### src/rtl/alu_share_arbiter.sv
// Round-robin sharing of a single ALU between the execute port (0) and the
// address/branch port (1); one operation in flight, result returned via valid/ready.
module alu_share_arbiter #(
    parameter int DATA_WIDTH     = 32,
    parameter int ALU_OP_WIDTH   = 4,
    parameter int ALU_COMP_WIDTH = 3,
    parameter int CNT_WIDTH      = 16
) (
    input  logic                      clk,
    input  logic                      rst,
    input  logic                      req0_valid,
    output logic                      req0_ready,
    input  logic [ALU_OP_WIDTH-1:0]   req0_op,
    input  logic [DATA_WIDTH-1:0]     req0_din1,
    input  logic [DATA_WIDTH-1:0]     req0_din2,
    input  logic                      req1_valid,
    output logic                      req1_ready,
    input  logic [ALU_OP_WIDTH-1:0]   req1_op,
    input  logic [DATA_WIDTH-1:0]     req1_din1,
    input  logic [DATA_WIDTH-1:0]     req1_din2,
    output logic                      rsp0_valid,
    input  logic                      rsp0_ready,
    output logic                      rsp1_valid,
    input  logic                      rsp1_ready,
    output logic [DATA_WIDTH-1:0]     rsp_dout,
    output logic [ALU_COMP_WIDTH-1:0] rsp_comp,
    output logic [ALU_OP_WIDTH-1:0]   alu_op,
    output logic [DATA_WIDTH-1:0]     alu_din1,
    output logic [DATA_WIDTH-1:0]     alu_din2,
    input  logic [DATA_WIDTH-1:0]     alu_dout,
    input  logic [ALU_COMP_WIDTH-1:0] alu_comp,
    output logic                      busy,
    output logic [CNT_WIDTH-1:0]      op_count
);

    typedef enum logic [1:0] {
        IDLE = 2'd0,
        EXEC = 2'd1,
        RESP = 2'd2
    } state_t;

    localparam logic [CNT_WIDTH-1:0] CNT_ONE = {{(CNT_WIDTH-1){1'b0}}, 1'b1};

    state_t                    state_reg, state_next;
    logic                      ptr_reg, ptr_next;
    logic                      owner_reg, owner_next;
    logic [ALU_OP_WIDTH-1:0]   op_reg, op_next;
    logic [DATA_WIDTH-1:0]     din1_reg, din1_next;
    logic [DATA_WIDTH-1:0]     din2_reg, din2_next;
    logic [DATA_WIDTH-1:0]     dout_reg, dout_next;
    logic [ALU_COMP_WIDTH-1:0] comp_reg, comp_next;
    logic [CNT_WIDTH-1:0]      count_reg, count_next;

    logic grant_any;
    logic grant_id;
    logic owner_rsp_ready;

    // With both requesters valid, ptr_reg names the port that did not win last.
    always_comb begin
        grant_any = req0_valid | req1_valid;
        grant_id  = (req0_valid & req1_valid) ? ptr_reg : req1_valid;
    end

    assign req0_ready      = (state_reg == IDLE) && grant_any && !grant_id;
    assign req1_ready      = (state_reg == IDLE) && grant_any && grant_id;
    assign owner_rsp_ready = owner_reg ? rsp1_ready : rsp0_ready;

    always_comb begin
        state_next = state_reg;
        ptr_next   = ptr_reg;
        owner_next = owner_reg;
        op_next    = op_reg;
        din1_next  = din1_reg;
        din2_next  = din2_reg;
        dout_next  = dout_reg;
        comp_next  = comp_reg;
        count_next = count_reg;
        case (state_reg)
            IDLE: begin
                if (grant_any) begin
                    owner_next = grant_id;
                    ptr_next   = ~grant_id;
                    op_next    = grant_id ? req1_op   : req0_op;
                    din1_next  = grant_id ? req1_din1 : req0_din1;
                    din2_next  = grant_id ? req1_din2 : req0_din2;
                    state_next = EXEC;
                end
            end
            EXEC: begin
                dout_next  = alu_dout;
                comp_next  = alu_comp;
                state_next = RESP;
            end
            RESP: begin
                if (owner_rsp_ready) begin
                    state_next = IDLE;
                    if (count_reg != {CNT_WIDTH{1'b1}}) begin
                        count_next = count_reg + CNT_ONE;
                    end
                end
            end
            default: state_next = IDLE;
        endcase
    end

    always_ff @(posedge clk or negedge rst) begin
        if (!rst) begin
            state_reg <= IDLE;
            ptr_reg   <= 1'b0;
            owner_reg <= 1'b0;
            op_reg    <= '0;
            din1_reg  <= '0;
            din2_reg  <= '0;
            dout_reg  <= '0;
            comp_reg  <= '0;
            count_reg <= '0;
        end else begin
            state_reg <= state_next;
            ptr_reg   <= ptr_next;
            owner_reg <= owner_next;
            op_reg    <= op_next;
            din1_reg  <= din1_next;
            din2_reg  <= din2_next;
            dout_reg  <= dout_next;
            comp_reg  <= comp_next;
            count_reg <= count_next;
        end
    end

    // The ALU only sees live operands during EXEC; it idles on nop otherwise.
    assign alu_op     = (state_reg == EXEC) ? op_reg   : '0;
    assign alu_din1   = (state_reg == EXEC) ? din1_reg : '0;
    assign alu_din2   = (state_reg == EXEC) ? din2_reg : '0;
    assign rsp0_valid = (state_reg == RESP) && !owner_reg;
    assign rsp1_valid = (state_reg == RESP) && owner_reg;
    assign rsp_dout   = dout_reg;
    assign rsp_comp   = comp_reg;
    assign busy       = (state_reg != IDLE);
    assign op_count   = count_reg;

endmodule
### config.mk
export PLATFORM = sky130hd
export DESIGN_NAME = alu_share_arbiter
export DESIGN_NICKNAME = d
export VERILOG_FILES = /design/src/rtl/alu_share_arbiter.sv
export SDC_FILE = /design/constraint.sdc
export NUM_CORES = 1
export LEC_CHECK = 0
export CAP_MARGIN = 10
export CORE_MARGIN = 5
export CORE_UTILIZATION = 39
export DETAILED_ROUTE_END_ITERATION = 6
export PLACE_DENSITY = 0.8
export SKIP_LAST_GASP = 1
export SYNTH_ARGS = -nofsm -noshare
export SYNTH_HDL_FRONTEND = slang
export SYNTH_SLANG_ARGS = --single-unit
### constraint.sdc
create_clock -name clk -period 2.2 [get_ports clk]
set_input_delay 0.33 -clock clk [delete_from_list [all_inputs] [get_ports clk]]
set_output_delay 0.33 -clock clk [all_outputs]
set_load 0.1 [all_outputs]
==> metrics.txt <==
Cell Area, Synth around 0.0055 mm²; minimum clock period 2.10 ns; Worst Tran Pin Value 0.447 ns; CTS tree done; Post-synth EDFFs 0; Reg-to-Reg Start op_count[0]; reg-to-reg slack, setup 0.27 ns; FFs w/ async S/R, synth 100%; commonest cells in the netlist dfrtp_1 (123), inv_1 (72), and2_1 (70), a222oi_1 (68), mux2_2 (38); Antenna diodes 0; startpoint types register; Worst slew margin 70.2%; Rows 43; FF-to-FF path depth 5; GRT overflow 0; ANT nets after route 0; dominant cell type by area after synthesis dfrtp_1; setup ws final 0.102 ns; die footprint approximately 0.017 mm²; Place WS 0.150 ns; Total GRT Usage roughly 23%; WP data required 1.87 ns; CTS sink cnt 123; final setup violation count 0; Max stage delay on crit path 0.43 ns; initial antenna violation count 0; top-area cell type share of the netlist area 55.6%; Crit. End Element primary output; worst min-delay path category in -> async; area post-placement 0.00940 mm²; Final Cell Area 0.0100 mm²; Syn-to-layout area delta 81.3%; crit path max fanout 31; Worst-Skew Late Latency 0.41 ns; Critical Path Most Common Cell buf_12; core footprint between 0.01 and 0.015 mm²; placed cells between 900 and 1000; Worst path slowest cell dfrtp_1; Design Power approximately 18 mW; Via density 5.38; ys flop type dfrtp_1; io pins 301; share of layout cells above drive strength 1 28.4%; clk root buf clkbuf_16; #FFs+latches synth 123; post-route setup TNS 0 ns; CTS buffer count 17; post-DP HPWL 14.6 mm; drt pass-1 iters 7; Final Max Tran Viols 0; register area share after synthesis between 50% and 60%; largest net degree at the start of global routing 54; RD Place Congestion approximately 0.90; Hold WS 0.401 ns; Worst Setup EP req0_ready; Max H-tree Level 4; syn nets 652; final worst path period share a little over nine tenths; unrepaired setup endpoints after global routing false; crit-path leading delay family simple AND/OR/NAND/NOR gates; Initial Utilization 39.9%; crit-path cells nor2_2 > and3_4 > buf_12 > buf_12; vias in the first global route 5622; IO buf count 300; count leader, synth dfrtp_1; static leakage about 4.7 nW; Remaining DRCs 8; total of max-cap violations 0; mean instance size in the synthesized netlist 11.7 µm²; Crit path depth 4; Synth Warn # 0; Die Ht 129 µm; Horiz. Die Dim between 100 and 150 µm; fin cells around 970; final hold violations 0; RR Endpoint op_count[1]; ranking of synthesized cells by area dfrtp_1 (56%), a222oi_1 (12%), and2_1 (7.9%), mux2_2 (7.7%), inv_1 (4.9%); CTS max path bufs 2; maximum VDD drop 1.37 mV; Syn Inst Count around 470; Layout Skew about 0.014 ns; layout net count 950; outcome finished, violations left; Routed WL per cell approximately 20 µm; crit path kind reg -> out; Worst EP arrival 1.77 ns; setup bufs post-CTS 0; first-pass GRT wire length 29.4 mm; fin util approximately 72%; Worst-path clk slew 0.05 ns; initial DRC count between 500 and 600; origin of the worst setup path state_reg[1]; PwrDens roughly 1800 mW/mm²; Post-Route WL about 19 mm; Peak Freq 0.477 GHz; via count 5187; failing checks design-rule violations; Synth cell types 36; CP bufs+invs 2
==> kinds of logic after synthesis <==
family / Yosys count / share of synthesized area [%]
flip-flops: 123 / 55.6
buffers and inverters: 110 / 7.82
AND/OR/NAND/NOR: 105 / 11.9
AO/OA/AOI/OAI: 83 / 14.4
multiplexers: 39 / 8.00
XOR/XNOR: 13 / 2.06
adder cells (fa/ha/maj): 1 / 0.226
==> power breakdown <==
| part | leakage, nW | switching (mW) | internal [mW] | total, mW |
|---|---|---|---|---|
| logic | 2.90 | 7.93 | 3.64 | 11.6 |
| clock network | 0.296 | 0.972 | 1.92 | 2.89 |
| registers | 1.50 | 0.597 | 3.30 | 3.90 |
| total | 4.71 | 9.50 | 8.86 | 18.4 |
==> cell type report <==
class                      instances  area [µm²]
clock buffer                      20         447
clock inverter                    12         171
fill                             928        3840
inverter                          72         270
multi-input combinational        241        2050
sequential                       123        3080
tap                              180         225
timing repair buffer             317        3790
==> worst min path at each step <==
stage / from / endpoint / slack [ns] / cells after the start
2_1_floorplan: rst / din1_reg[0] / 0.03 / 0
3_3_place_gp: rst / din2_reg[19] / 0.30 / 1
3_5_place_dp: rst / din2_reg[19] / 0.30 / 1
4_1_cts: rst / din2_reg[19] / 0.41 / 2
5_1_grt: rst / din2_reg[19] / 0.46 / 2
6_report: rst / din2_reg[19] / 0.40 / 2
==> per-layer routing <==
metal	up-vias	wire (µm)	track usage, %
li1	2300	-	-
met1	2558	6290	24.0
met2	289	10100	40.5
met3	40	1920	8.12
met4	0	607	9.82
met5	-	0	0
==> what timing repair did <==
item                                   CTS  global route
setup endpoints to repair                2             3
endpoints found under the hold margin   30             0
gates resized for setup                  2             2
hold buffers                             1             0
==> placed cells by master, fill, tap and decap left out, drive strengths merged, types with 2 or more instances in the layout <==
cell type and n:
a211oi 4, a21o 2, a21oi 6, a222oi 68
and2 71, and3 5, buf 141, bufinv 4
clkbuf 20, clkdlybuf4s50 175, clkinv 5, clkinvlp 3
dfrtp 123, inv 72, mux2 39, nand2 6
nand2b 2, nand3 5, nand4 4, nor2 2
nor2b 2, nor3 3, xnor2 2, xor2 11
Note: power is estimated with default switching activity, not from simulation.
